## config.mk

```make
export PLATFORM = sky130hd
export DESIGN_NAME = join_fork_sync_n
export DESIGN_NICKNAME = d
export VERILOG_FILES = /design/src/rtl/join_fork_sync_n.sv
export SDC_FILE = /design/constraint.sdc
export NUM_CORES = 1
export LEC_CHECK = 0
export CORE_UTILIZATION = 40
export CTS_CLUSTER_DIAMETER = 60
export DETAILED_ROUTE_END_ITERATION = 12
export PLACE_DENSITY_LB_ADDON = 0.08
export SYNTH_ARGS = -nofsm -noshare
export SYNTH_HDL_FRONTEND = slang
export SYNTH_SLANG_ARGS = --single-unit
```

## constraint.sdc

```tcl
create_clock -name clk -period 1.9 [get_ports clk]
set_input_delay 0.38 -clock clk [delete_from_list [all_inputs] [get_ports clk]]
set_output_delay 0.38 -clock clk [all_outputs]
set_load 0.01 [all_outputs]
```

## src/rtl/join_fork_sync_n.sv

```systemverilog
// join_fork_sync_n: clocked N-input join with a two-way fork.
// Each input channel buffers one token over a four-phase req/ack handshake.
// When every channel holds a token and both output channels are idle, the
// stage fires. It produces a = AND over A_MASK and b = OR over B_MASK. Each
// result is then offered on its own four-phase output channel.
// Optional macro JOIN_FORK_SYNC_EN adds a 2-flop synchroniser on lr, ra_a and
// ra_b, for use with asynchronous handshake logic.

// Single input channel: one-token buffer plus its four-phase acknowledge.
module join_fork_sync_n_chan #(
    parameter int WIDTH = 1
) (
    input  logic             clk,
    input  logic             rst_n,
    input  logic             i_lr,
    input  logic             i_fire,
    input  logic [WIDTH-1:0] i_data,
    output logic             o_la,
    output logic             o_full,
    output logic [WIDTH-1:0] o_buf
);
    logic             r_la;
    logic             r_full;
    logic [WIDTH-1:0] r_buf;

    // Capture a token only when empty and the previous ack has returned to
    // zero. The fire edge empties the buffer, and a channel cannot capture on
    // that same edge.
    always_ff @(posedge clk or negedge rst_n) begin
        if (!rst_n) begin
            r_la   <= 1'b0;
            r_full <= 1'b0;
            r_buf  <= '0;
        end else begin
            if (i_lr && !r_la && !r_full) begin
                r_buf  <= i_data;
                r_full <= 1'b1;
                r_la   <= 1'b1;
            end else begin
                if (!i_lr && r_la) r_la <= 1'b0;
                if (i_fire)        r_full <= 1'b0;
            end
        end
    end

    assign o_la   = r_la;
    assign o_full = r_full;
    assign o_buf  = r_buf;
endmodule

module join_fork_sync_n #(
    parameter int             N_IN   = 3,
    parameter int             WIDTH  = 1,
    parameter logic [N_IN-1:0] A_MASK = 3'b111,
    parameter logic [N_IN-1:0] B_MASK = 3'b101
) (
    input  logic                  clk,
    input  logic                  rst_n,
    input  logic [N_IN-1:0]       lr,
    output logic [N_IN-1:0]       la,
    input  logic [N_IN*WIDTH-1:0] i_data,
    output logic                  rr_a,
    input  logic                  ra_a,
    output logic [WIDTH-1:0]      a,
    output logic                  rr_b,
    input  logic                  ra_b,
    output logic [WIDTH-1:0]      b
);
    typedef enum logic [1:0] {O_IDLE, O_REQ, O_RTZ} ostate_t;

    logic [N_IN-1:0]            w_lr;
    logic                       w_ra_a;
    logic                       w_ra_b;
    logic [N_IN-1:0]            w_full;
    logic [N_IN-1:0][WIDTH-1:0] w_buf;
    logic [WIDTH-1:0]           w_and;
    logic [WIDTH-1:0]           w_or;
    logic                       w_fire;

    ostate_t          r_st_a;
    ostate_t          r_st_b;
    logic             r_rr_a;
    logic             r_rr_b;
    logic [WIDTH-1:0] r_a;
    logic [WIDTH-1:0] r_b;

`ifdef JOIN_FORK_SYNC_EN
    logic [N_IN+1:0] r_sync1;
    logic [N_IN+1:0] r_sync2;

    // Two-flop synchroniser on all incoming handshake wires.
    always_ff @(posedge clk or negedge rst_n) begin
        if (!rst_n) begin
            r_sync1 <= '0;
            r_sync2 <= '0;
        end else begin
            r_sync1 <= {ra_b, ra_a, lr};
            r_sync2 <= r_sync1;
        end
    end

    assign w_lr   = r_sync2[N_IN-1:0];
    assign w_ra_a = r_sync2[N_IN];
    assign w_ra_b = r_sync2[N_IN+1];
`else
    assign w_lr   = lr;
    assign w_ra_a = ra_a;
    assign w_ra_b = ra_b;
`endif

    // Fire when every buffer holds a token and both forks have finished.
    assign w_fire = (&w_full) && (r_st_a == O_IDLE) && (r_st_b == O_IDLE);

    genvar gi;
    generate
        for (gi = 0; gi < N_IN; gi++) begin : g_chan
            join_fork_sync_n_chan #(.WIDTH(WIDTH)) u_chan (
                .clk    (clk),
                .rst_n  (rst_n),
                .i_lr   (w_lr[gi]),
                .i_fire (w_fire),
                .i_data (i_data[gi*WIDTH +: WIDTH]),
                .o_la   (la[gi]),
                .o_full (w_full[gi]),
                .o_buf  (w_buf[gi])
            );
        end
    endgenerate

    // Masked bitwise reductions across the buffered tokens.
    always_comb begin
        w_and = '1;
        w_or  = '0;
        for (int i = 0; i < N_IN; i++) begin
            if (A_MASK[i]) w_and = w_and & w_buf[i];
            if (B_MASK[i]) w_or  = w_or  | w_buf[i];
        end
    end

    // Result registers and the two independent output handshake FSMs.
    always_ff @(posedge clk or negedge rst_n) begin
        if (!rst_n) begin
            r_st_a <= O_IDLE;
            r_st_b <= O_IDLE;
            r_rr_a <= 1'b0;
            r_rr_b <= 1'b0;
            r_a    <= '0;
            r_b    <= '0;
        end else begin
            if (w_fire) begin
                r_a <= w_and;
                r_b <= w_or;
            end
            case (r_st_a)
                O_IDLE: if (w_fire) begin r_st_a <= O_REQ;  r_rr_a <= 1'b1; end
                O_REQ:  if (w_ra_a) begin r_st_a <= O_RTZ;  r_rr_a <= 1'b0; end
                O_RTZ:  if (!w_ra_a)      r_st_a <= O_IDLE;
                default: begin r_st_a <= O_IDLE; r_rr_a <= 1'b0; end
            endcase
            case (r_st_b)
                O_IDLE: if (w_fire) begin r_st_b <= O_REQ;  r_rr_b <= 1'b1; end
                O_REQ:  if (w_ra_b) begin r_st_b <= O_RTZ;  r_rr_b <= 1'b0; end
                O_RTZ:  if (!w_ra_b)      r_st_b <= O_IDLE;
                default: begin r_st_b <= O_IDLE; r_rr_b <= 1'b0; end
            endcase
        end
    end

    assign rr_a = r_rr_a;
    assign rr_b = r_rr_b;
    assign a    = r_a;
    assign b    = r_b;
endmodule

```

Word level (Yosys, flattened, before mapping)
Index checks and enable logic that the tools add are counted. W data, S select, Z words.

Bitwise gates (word level): 5. Reductions and logical operators: 33. Equality and inequality tests: 10. Mux-type cells: 22.

Operator list (count): $reduce_and A3 Y1 (5); $mux W1 (13); $pmux W2 S3 (2); $reduce_bool A2 Y1 (6); $logic_and A1 B1 Y1 (11); $mux W2 (5); $logic_not A1 Y1 (9); $ne A2 B2 Y1 const B (4); $pmux W1 S3 (2); $eq A2 B1 Y1 const B (2); $eq A2 B2 Y1 const B (2); $logic_not A2 Y1 (2); $ne A2 B1 Y1 const B (2); $and A1 B1 Y1 (2); $not A1 Y1 (2); $or A1 B1 Y1 (1).

Word-level logic and storage cells: 85. Output and inout bits: 7. Register bits after elaboration: 17. Input bits: 10.

Logic depth before layout (Yosys ltp)
Gate-level depths: netlist of run 1.

Depth after elaboration: 5. Gate-level depth with buffers: 3. Mapped depth without buffers: 3.

Hierarchy
A second synthesis of run 1 with hierarchy kept.

Cell total of the unflattened synthesis: 54. Area, all modules: 745.7 um^2.

Modules (own cells, without submodules): join_fork_sync_n_chan (instances 3, area each 126.4 um^2, cells each 9, seq. area each 75.1 um^2); join_fork_sync_n (instances 1, area each 366.6 um^2, cells each 27, seq. area each 200.2 um^2).

Worst setup path before layout of run 1
No wires, ideal clock.

Path kind: register to register. Start point: register r_st_a[0]. End point: register r_a (netlist: a). Stages on the path, launching flop included: 4. Setup slack: 0.538 ns. Path buffers: 0. Clock period less this slack: 1.362 ns. Required time: 1.775 ns. Data arrival time: 1.237 ns. Library setup time: 0.125 ns. Cells stage by stage: dfrtp_1 nor4b_4 nand4b_4 mux2_4.

Cells in the longest elaborated chain, start to end: 3.

RTL lines: from (decl) (line 80) `ostate_t r_st_a;`; from (signal assigned) (line 143) `r_st_a <= O_IDLE;`; from (signal assigned) (line 155) `O_IDLE: if (w_fire) begin r_st_a <= O_REQ; r_rr_a <= 1'b1; end`; from (signal assigned) (line 156) `O_REQ: if (w_ra_a) begin r_st_a <= O_RTZ; r_rr_a <= 1'b0; end`; $logic_not A2 Y1 (line 112) `assign w_fire = (&w_full) && (r_st_a == O_IDLE) && (r_st_b == O_IDLE);`; $logic_and A1 B1 Y1 (2 in a row) (line 112); to (signal assigned) (line 151) `r_a <= w_and;`; to (decl) (line 84) `logic [WIDTH-1:0] r_a;`.

Every way passes these cells. A chain may end at the register's enable or synchronous reset.

Worst setup path in the final report of run 1
Start point: register g_chan[0].u_chan.r_la. End point: output la[0].

RTL lines: from (decl) (line 22) `logic r_la;`; from (signal assigned) (line 31) `r_la <= 1'b0;`; from (signal assigned) (line 38) `r_la <= 1'b1;`; from (signal assigned) (line 40) `if (!i_lr && r_la) r_la <= 1'b0;`; to (decl) (line 60) `output logic [N_IN-1:0] la,`.

No word-level cell between the ends.

==> impl_results.md, run 1 <==
- Status: completed
- Slew Limit Headroom: between 70% and 80%
- CTS Sinks: 17
- Critical-path cell list: clkdlybuf4s50_1
- Seq/Total Area, Yosys: 58.6%
- First-pass GRT wire length: around 1800 um
- Worst Path Arrival: approximately 1.2 ns
- Design area: just over 900 um^2
- Fraction of the cycle the final worst path needs: between 80% and 90%
- Final setup viols: 0
- Number of flops mapped to enable cells by yosys: 0
- Int Pwr: around 0.89 mW
- Boundary pin count: 17
- WP data required: approximately 1.5 ns
- Sw Pwr: about 0.42 mW
- Max FO, Critical Path: 3
- Layout cells sized above 1: 14.5%
- Max-cap violations: 0
- Main flop type after synthesis: dfrtp_1
- Vias in the first global route: 428
- Library cells used by synthesis: 18
- CTS tree: yes
- Fmax achieved: 0.630 GHz
- DRT Wirelength: 1100 um
- Least-Margin Pin Slew: 0.325 ns
- Critical path's largest stage delay: around 0.54 ns
- Fin nets: between 80 and 90
- H-tree depth: 1
- Longest Clk Path Bufs: 2
- Kind of cell adding the most delay to the critical path: buffers and inverters
- Final ANT Viol Nets: 0
- Area Growth Syn to Fin: 27.9%
- Grt ovf: 0
- Yosys top cell by area: dfrtp_1
- Mapped Avg Cell Area: 12.5 um^2
- Setup crit end: la[0]
- Synth Cell Area: 726 um^2
- Synth Register Bits: 17
- Switch share: 32.1%
- DRC: 0
- Core Box Area: 1710 um^2
- Initial antenna violation count: 0
- Vias per cell: 4.62
- PostCTS Resize Cnt: 0
- Critical path class: reg -> out
- P_leak: 0.449 nW
- PD cells: 1410 nW/um^2
- Largest net degree at the start of global routing: 18
- Crit path launch: g_chan[0].u_chan.o_la
- Synth Instances: 58
- Crit-path slowest cell: clkdlybuf4s50_1
- RR Startpoint: r_st_a[0]
- Cell Rows: 15
- GRT Total Usage: 13.5%
- Syn Nets: 68
- First-pass detailed-route iteration total: 2
- # diodes: 0
- WP depth: 1
- CP endpoint kind: primary output
- PortBufs: 16
- Initial Util: 42.5%
- FFs w/ async S/R, synth: 100%
- Hold Buf Count CTS: 0
- Die width: 44.6 um
- Worst IR Drop VDD: 0.785 mV
- First-iteration detailed-routing DRC count: 3
- Reg clk slew, reported paths: 0.09 ns
- Worst path bufs/invs: 1
- Reg power frac: roughly half
- RR Endpoint: a
- HPWL Detailed: just under 800 um
- Min-delay worst type: in -> async
- RSZ-0062 raised after global routing: no
- Die height: 44.6 um
- Clk pwr share: 14.5%
- Synth top area share: 58.6%
- Die area: roughly 2000 um^2
- Clk root buf: clkbuf_4
- Yosys warning total: 0
- Via count: 467
- Crit path time final: 1.59 ns
- Post-CTS Repair Setup Buffers: 0
- Setup crit start kind: flip-flop
- Final slew viol count: 0
- Final hold violations: 0
- Clk_skew: 0.00435 ns
- Reg2Reg Depth: 3
- Top cells by area, synth: dfrtp_1, mux2_2, nand2_1, nand4b_4, nor4b_4
- Post-route setup TNS: 0 ns
- Routed len/inst: 10.9 um
- Cell Area, Placed: about 900 um^2
- Logic pwr share: 35.9%
- Worst R2R Setup Slack: 0.44 ns
- Num CTS Buffers: 3
- Clock latency on the worst-skew pair: 0.29 ns
- Gpl congestion: 0.657
## power by group through the flow
stage | clock, mW | sequential [mW] | combinational (mW)
4_1_cts | 0.200 | 0.652 | 0.482
5_1_grt | 0.213 | 0.675 | 0.519
3_3_place_gp | 0 | 0.654 | 0.472
6_report | 0.191 | 0.651 | 0.471
3_5_place_dp | 0 | 0.660 | 0.479
2_1_floorplan | 0 | 0.650 | 0.310
## cell usage in the layout, fill, tap and decap left out
cell	count
and3_1	1
inv_1	4
buf_4	1
mux2i_1	1
clkbuf_4	3
a21o_1	2
nor2_1	3
nor4b_4	1
a21o_2	1
mux2_4	1
o21ai_0	2
clkdlybuf4s50_1	16
nand4b_4	1
a21boi_0	3
nor3b_1	3
dfrtp_1	17
clkbuf_1	1
xor2_1	2
mux2_2	3
nand2_1	8
and2_1	2
## routing by layer
metal	vias up	wire [um]	GRT usage (%)
met5	-	0	0
met4	0	23	7.27
met3	4	56	6.12
met2	11	510	20.3
met1	226	513	16.1
li1	226	-	-
## synthesized netlist by cell type, types with 2 or more instances
cell      count
and2_1        2
nor2_1        3
mux2_2        3
nand2_1       8
a21o_1        2
o21ai_0       2
a21boi_0      3
inv_1         4
nor3b_1       3
xor2_1        2
buf_4         3
dfrtp_1      17
## how the worst min path moves through the flow
stage               startpoint               endpoint  slack [ns]  cells past startpoint
floorplan                rst_n                      a        0.08                      0
detailed placement        rr_a                   rr_a        0.47                      2
global route             rst_n              r_st_a[1]        0.43                      2
finish                   rst_n              r_st_b[1]        0.40                      2
CTS                      rst_n  g_chan[2].u_chan.o_la        0.41                      2
global placement          rr_b                   rr_b        0.46                      2
## metrics by stage
step                      power [mW]  std cells  hold slack, ns  setup slack (ns)  util (%)
after floorplan                0.961         58          0.0844             0.538         -
after global placement          1.13         97           0.464             0.239      52.8
after detailed placement        1.14         97           0.467             0.236      52.8
after CTS                       1.33        101           0.406             0.294      54.4
after global routing            1.41        101           0.426             0.259      54.4
final                           1.31        101           0.405             0.314      54.4
## sequential cells by signal, summed over array words and instances, names as in the netlist
register and count:
rr_b 1, g_chan.u_chan.o_full 3, a 1, b 1
g_chan.u_chan.o_la 3, r_st_a 2, g_chan.u_chan.o_buf 3, r_st_b 2
rr_a 1
## final cells by class
cell class	count	area, um^2
fillers	160	779
inverters	4	15.0
repair buffers	17	168
flip-flops and latches	17	425
clock buffers	4	26.3
well taps	25	31.3
multi-input cells	34	263
## logic make-up (layout without fill, tap and decap cells)
group,Yosys count,after routing,share of synthesized area [%]
simple gates,19,19,17.9
flops,17,17,58.6
compound gates,8,8,7.76
buf+inv,7,25,5.17
mux,5,5,8.10
xor+xnor,2,2,2.41
(Power assumes the default switching activity.)
==> run 2, diff against run 1 <==
==> constraint.sdc (replaced) <==
create_clock -name clk -period 1.4 [get_ports clk]
set_input_delay 0.28 -clock clk [delete_from_list [all_inputs] [get_ports clk]]
set_output_delay 0.28 -clock clk [all_outputs]
set_load 0.01 [all_outputs]
==> run 2 against run 1 <==
Net effect: die area stayed put; power increased by 42%; critical path depth increased by 2; final cell count rose by 9.9%; sequential share of layout area is 3.1 points lower; non-clock buffer count up 10; clock skew rose by 0.0034 ns; critical endpoint is now a.
==> impl_results.md, run 2 (synthesis gave the netlist of run 1 again) <==
- Status: completed
- CTS Sinks: 17 (unchanged)
- Fin nets: 97 (+11%)
- DRT Wirelength: 1170 um (+6.2%)
- Final setup viols: 0 (unchanged)
- Crit path time final: 1.37 ns
- Gpl congestion: 0.674 (+2.7%)
- Cell Rows: 15 (unchanged)
- RR Endpoint: a
- Critical path class: reg -> reg
- First-iteration detailed-routing DRC count: 7 (+4)
- Fmax achieved: 0.730 GHz
- RR Startpoint: r_st_b[0]
- Die area: 1990 um^2 (unchanged)
- Commonest non-fill, non-tap cell in the layout: dfrtp_1
- # fillers: 162 (+1.3%)
- Clk root buf: clkbuf_4
- DRC: 0 (unchanged)
- Area Growth Syn to Fin: 37.2%
- # diodes: 0 (unchanged)
- Largest net degree at the start of global routing: 18 (unchanged)
- GRT Total Usage: 15.2% (+1.7 points)
- Final slew viol count: 0 (unchanged)
- Max-cap violations: 0 (unchanged)
- Fraction of the cycle the final worst path needs: 97.9%
- PortBufs: 16 (unchanged)
- Reg2Reg Depth: 3 (unchanged)
- Least-Margin Pin Slew: 0.338 ns (+0.0130 ns)
- Max FO, Critical Path: 6 (+3)
- Final ANT Viol Nets: 0 (unchanged)
- CTS tree: yes
- Initial Util: 42.5% (unchanged)
- RSZ-0062 raised after global routing: yes
- Commonest non-fill, non-tap cells in the layout: dfrtp_1, buf_4, clkdlybuf4s50_1
- Clk pwr share: 13.5% (-1.0 points)
- H-tree depth: 1 (unchanged)
- Worst hold margin: 0.302 ns (-0.102 ns)
- Reg clk slew, reported paths: 0.10 ns (about the same)
- Core Util, Final: 58.3% (+4.0 points)
- Routed len/inst: 10.5 um (-3.4%)
- Die width: 44.6 um (unchanged)
- Switch share: 31.7% (-0.36 points)
- Core Box Area: 1710 um^2 (unchanged)
- Logic pwr share: 41.1% (+5.2 points)
- Slew Limit Headroom: 77.4% (-0.87 points)
- Setup crit start kind: flip-flop
- PD cells: 1870 nW/um^2 (+32%)
- HPWL Detailed: 898 um (+13%)
- Via count: 493 (+5.6%)
- Final hold violations: 0 (unchanged)
- Num CTS Buffers: 3 (unchanged)
- Worst Path Arrival: 1.54 ns (+0.33 ns)
- CP endpoint kind: flip-flop
- Clk_skew: 0.00773 ns (+0.00339 ns)
- Longest Clk Path Bufs: 2 (unchanged)
- Layout cells sized above 1: 25.6% (+11 points)
- Boundary pin count: 17 (unchanged)
- Worst R2R Setup Slack: 0.03 ns (-0.41 ns)
- Die height: 44.6 um (unchanged)
- Worst IR Drop VDD: 1.07 mV (+36%)
- Vias in the first global route: 477 (+11%)
- WP data required: 1.57 ns (+0.05 ns)
- Vias per cell: 4.44 (-3.9%)
- Int Pwr: 1.27 mW (+43%)
- Reg power frac: 45.5% (-4.1 points)
- Initial antenna violation count: 0 (unchanged)
- Sw Pwr: 0.590 mW (+40%)
- Min-delay worst type: in -> async
- First-pass GRT wire length: 2100 um (+16%)
- First-pass detailed-route iteration total: 2 (unchanged)
- P_leak: 0.522 nW (+16%)
- Clock latency on the worst-skew pair: 0.28 ns (about the same)
- Hold Buf Count CTS: 0 (unchanged)
- Grt ovf: 0 (unchanged)
## run 2: cell types whose count changed in the layout (fill, tap and decap cells not counted), sizes merged
| cell | previous run | this run |
|---|---|---|
| clkdlybuf4s50 | 16 | 9 |
| buf | 1 | 11 |
| clkbuf | 4 | 3 |
| clkinv | 0 | 1 |
| dlygate4sd2 | 0 | 7 |
## run 2: cell type report
type                    instances  area [um^2]  share of cell area [%]
repair buffers                 27          234                    23.5
flip-flops and latches         17          425                    42.7
inverters                       4         15.0                    1.51
well taps                      25         31.3                    3.14
clock buffers                   3         22.5                    2.26
multi-input cells              34          263                    26.4
clock inverters                 1         5.00                   0.503
## run 2: metal layers
layer  track usage, %  vias up  share of wire [%]
li1                 -      250                  -
met2             23.5       11                 48
met3             6.12        2                5.6
met5                0        -                  0
met4             5.45        0                1.0
met1             19.1      230                 46
## run 2: what timing repair did
action                     in CTS  in global routing
setup endpoints to repair       8                  2
resized for setup               7                  0
pin swaps                       2                  0
setup buffers                   1                  1
## run 2: power groups by stage
stage	combinational [mW]	sequential [mW]	clock, mW
floorplan	0.421	0.883	0
global placement	0.776	0.860	0
detailed placement	0.796	0.866	0
CTS	0.764	0.853	0.271
global route	0.852	0.886	0.283
finish	0.765	0.847	0.251
## run 2: worst max path at each step
stage               startpoint                      to  slack, ns  depth (start not counted)
global placement         lr[1]  g_chan[1].u_chan.o_buf      -0.16                          3
finish               r_st_b[0]                       a       0.03                          3
global route         r_st_b[0]                       a      -0.05                          3
detailed placement       lr[1]  g_chan[1].u_chan.o_buf      -0.17                          3
CTS                  r_st_b[0]                       a    -0.0005                          3
floorplan            r_st_a[0]                       a       0.04                          3
## run 2: stage by stage
step                std cells  setup TNS (ns)  power (mW)  worst slack [ns]  instance area (um^2)
finish                    111               0        1.86            0.0298                   996
global route              111          -0.184        2.02           -0.0535                   996
CTS                       110       -0.000524        1.89         -0.000524                   988
detailed placement        105          -0.426        1.66            -0.167                   962
global placement          105          -0.332        1.64            -0.163                   962
floorplan                  58               0        1.30            0.0380                   726
## run 2: worst max-delay path, stage by stage, from the launching register on
cell and delay (ns):
dfrtp_1 0.42, nor4b_4 0.34, nand4b_4 0.17, mux2_4 0.32
==> run 3, diff against run 2 <==
--- a/config.mk
+++ b/config.mk
@@ -5,7 +5,7 @@
 export SDC_FILE = /design/constraint.sdc
 export NUM_CORES = 1
 export LEC_CHECK = 0
-export CORE_UTILIZATION = 40
+export CORE_UTILIZATION = 42
 export CTS_CLUSTER_DIAMETER = 60
 export DETAILED_ROUTE_END_ITERATION = 12
 export PLACE_DENSITY_LB_ADDON = 0.08
==> run 3 against run 2 <==
Net effect: the flow now finishes with violations (DRC); setup slack improved by 0.029 ns; clock skew shrank 0.0056 ns; largest cell class unchanged; hold slack better by 0.017 ns.
==> impl_results.md, run 3 (synthesis gave the netlist of run 1 again) <==
- Reg clk slew, reported paths: 0.09 ns (about the same)
- PD cells: 1880 nW/um^2 (+0.77%)
- Setup crit start kind: flip-flop
- GRT Total Usage: 16.4% (+1.2 points)
- Worst IR Drop VDD: 0.991 mV (-7.4%)
- Area Growth Syn to Fin: 33.4%
- CP endpoint kind: flip-flop
- Slew Limit Headroom: 77.4% (about the same)
- Die width: 43.6 um (-2.3%)
- CTS tree: yes
- Fin nets: 95 (-2.1%)
- Commonest non-fill, non-tap cells in the layout: dfrtp_1, clkdlybuf4s50_1, buf_4
- Fmax achieved: 0.746 GHz (+2.2%)
- Clk_skew: 0.00215 ns (-0.00559 ns)
- First-pass detailed-route iteration total: 9 (+7)
- Initial antenna violation count: 0 (unchanged)
- HPWL Detailed: 911 um (+1.5%)
- Final hold violations: 0 (unchanged)
- Core Box Area: 1560 um^2 (-8.7%)
- Cell Rows: 14 (-1)
- Pre-CTS setup slack: -0.149 ns (+0.0181 ns)
- Initial Util: 46.5% (+4.1 points)
- Worst R2R Setup Slack: 0.06 ns (+0.03 ns)
- Routed len/inst: 11.8 um (+12%)
- WP data required: 1.57 ns (about the same)
- Max FO, Critical Path: 6 (unchanged)
- Num CTS Buffers: 3 (unchanged)
- Clock latency on the worst-skew pair: 0.28 ns (about the same)
- # fillers: 151 (-6.8%)
- Clk root buf: clkbuf_4
- Vias per cell: 5.01 (+13%)
- Crit path time final: 1.34 ns (-0.0291 ns)
- PortBufs: 16 (unchanged)
- Worst hold margin: 0.319 ns (+0.0167 ns)
- Least-Margin Pin Slew: 0.338 ns (+0.000459 ns)
- Max-cap violations: 0 (unchanged)
- Vias in the first global route: 506 (+6.1%)
- Via count: 501 (+1.6%)
- Die area: 1900 um^2 (-4.6%)
- Grt ovf: 0 (unchanged)
- Final ANT Viol Nets: 0 (unchanged)
- RSZ-0062 raised after global routing: yes
- Largest net degree at the start of global routing: 18 (unchanged)
- Boundary pin count: 17 (unchanged)
- Area of the multi-input gates: 263 um^2 (unchanged)
- Hold Buf Count CTS: 0 (unchanged)
- H-tree depth: 1 (unchanged)
- CTS Sinks: 17 (unchanged)
- DRT Wirelength: 1180 um (+0.94%)
- # diodes: 0 (unchanged)
- Die height: 43.6 um (-2.3%)
- Status: complete, but fails checks
- Worst setup margin: 0.0588 ns (+0.0291 ns)
- Gpl congestion: 0.667 (-1.1%)
- Final setup viols: 0 (unchanged)
- FF+latch area: 425 um^2 (unchanged)
- First-pass GRT wire length: 2220 um (+5.6%)
- Min-delay worst type: in -> async
- P_leak: 0.510 nW (-2.2%)
- Longest Clk Path Bufs: 2 (unchanged)
- DRC: 4 (+4)
- Critical path class: reg -> reg
- Failing checks: DRC
- Worst Path Arrival: 1.51 ns (-0.03 ns)
- Final slew viol count: 0 (unchanged)
- Fraction of the cycle the final worst path needs: 95.8% (-2.1 points)
- Layout cells sized above 1: 22.6% (-3.0 points)
- First-iteration detailed-routing DRC count: 13 (+6)
- Commonest non-fill, non-tap cell in the layout: dfrtp_1
==> run 3: cell types whose count changed in the layout (fill, tap and decap cells not counted), sizes merged <==
cell,previous run,this run
clkbuf,3,4
clkinv,1,0
buf,11,9
==> run 3: what timing repair did <==
item,CTS,global route
setup buffers,0,1
pin swaps,0,2
resized for setup,7,0
endpoints found under the setup margin,7,1
==> run 3: power by group <==
group	leakage [nW]	switching (mW)	total, mW	internal [mW]
logic	0.287	0.275	0.712	0.437
registers	0.208	0.163	0.860	0.697
clock network	0.0150	0.142	0.253	0.110
==> run 3: metal layers <==
layer  wire [um]  GRT usage, %  share of wire [%]
met5           0             0                  0
met4          15          9.38                1.3
met3          43          2.50                3.6
met2         605          27.2                 51
met1         517          20.2                 44
==> run 3: worst paths after layout <==
check	start	to	cells after the start
worst max-delay path	r_st_b[0]	a	3
worst min register to register	rr_b	rr_b	2
worst min-delay path	rst_n	g_chan[1].u_chan.o_full	2
worst max register to register	r_st_b[0]	a	3
min in group clk	rr_b	rr_b	2
max in group asynchronous	rst_n	rr_b	2
==> run 3: worst max-delay path, cell delays in order, from the launching register on <==
cell and delay, ns:
dfrtp_1 0.41, nor4b_4 0.32, nand4b_4 0.18, mux2_4 0.32
==> run 3: layout make-up <==
class	count	share of cell area [%]
clock buffer	4	2.71
inverter	4	1.55
multi-input combinational	34	27.1
sequential	17	43.9
tap	16	2.07
timing repair buffer	25	22.6
==> run 3: metrics by stage <==
stage	setup TNS (ns)	instances	power, mW	util, %	area (um^2)
finish	0	100	1.83	62.1	968
CTS	0	99	1.84	61.6	961
floorplan	0	58	1.30	-	726
global placement	-0.357	95	1.61	60.5	943
detailed placement	-0.402	95	1.64	60.5	943
global route	-0.0141	100	1.97	62.1	968
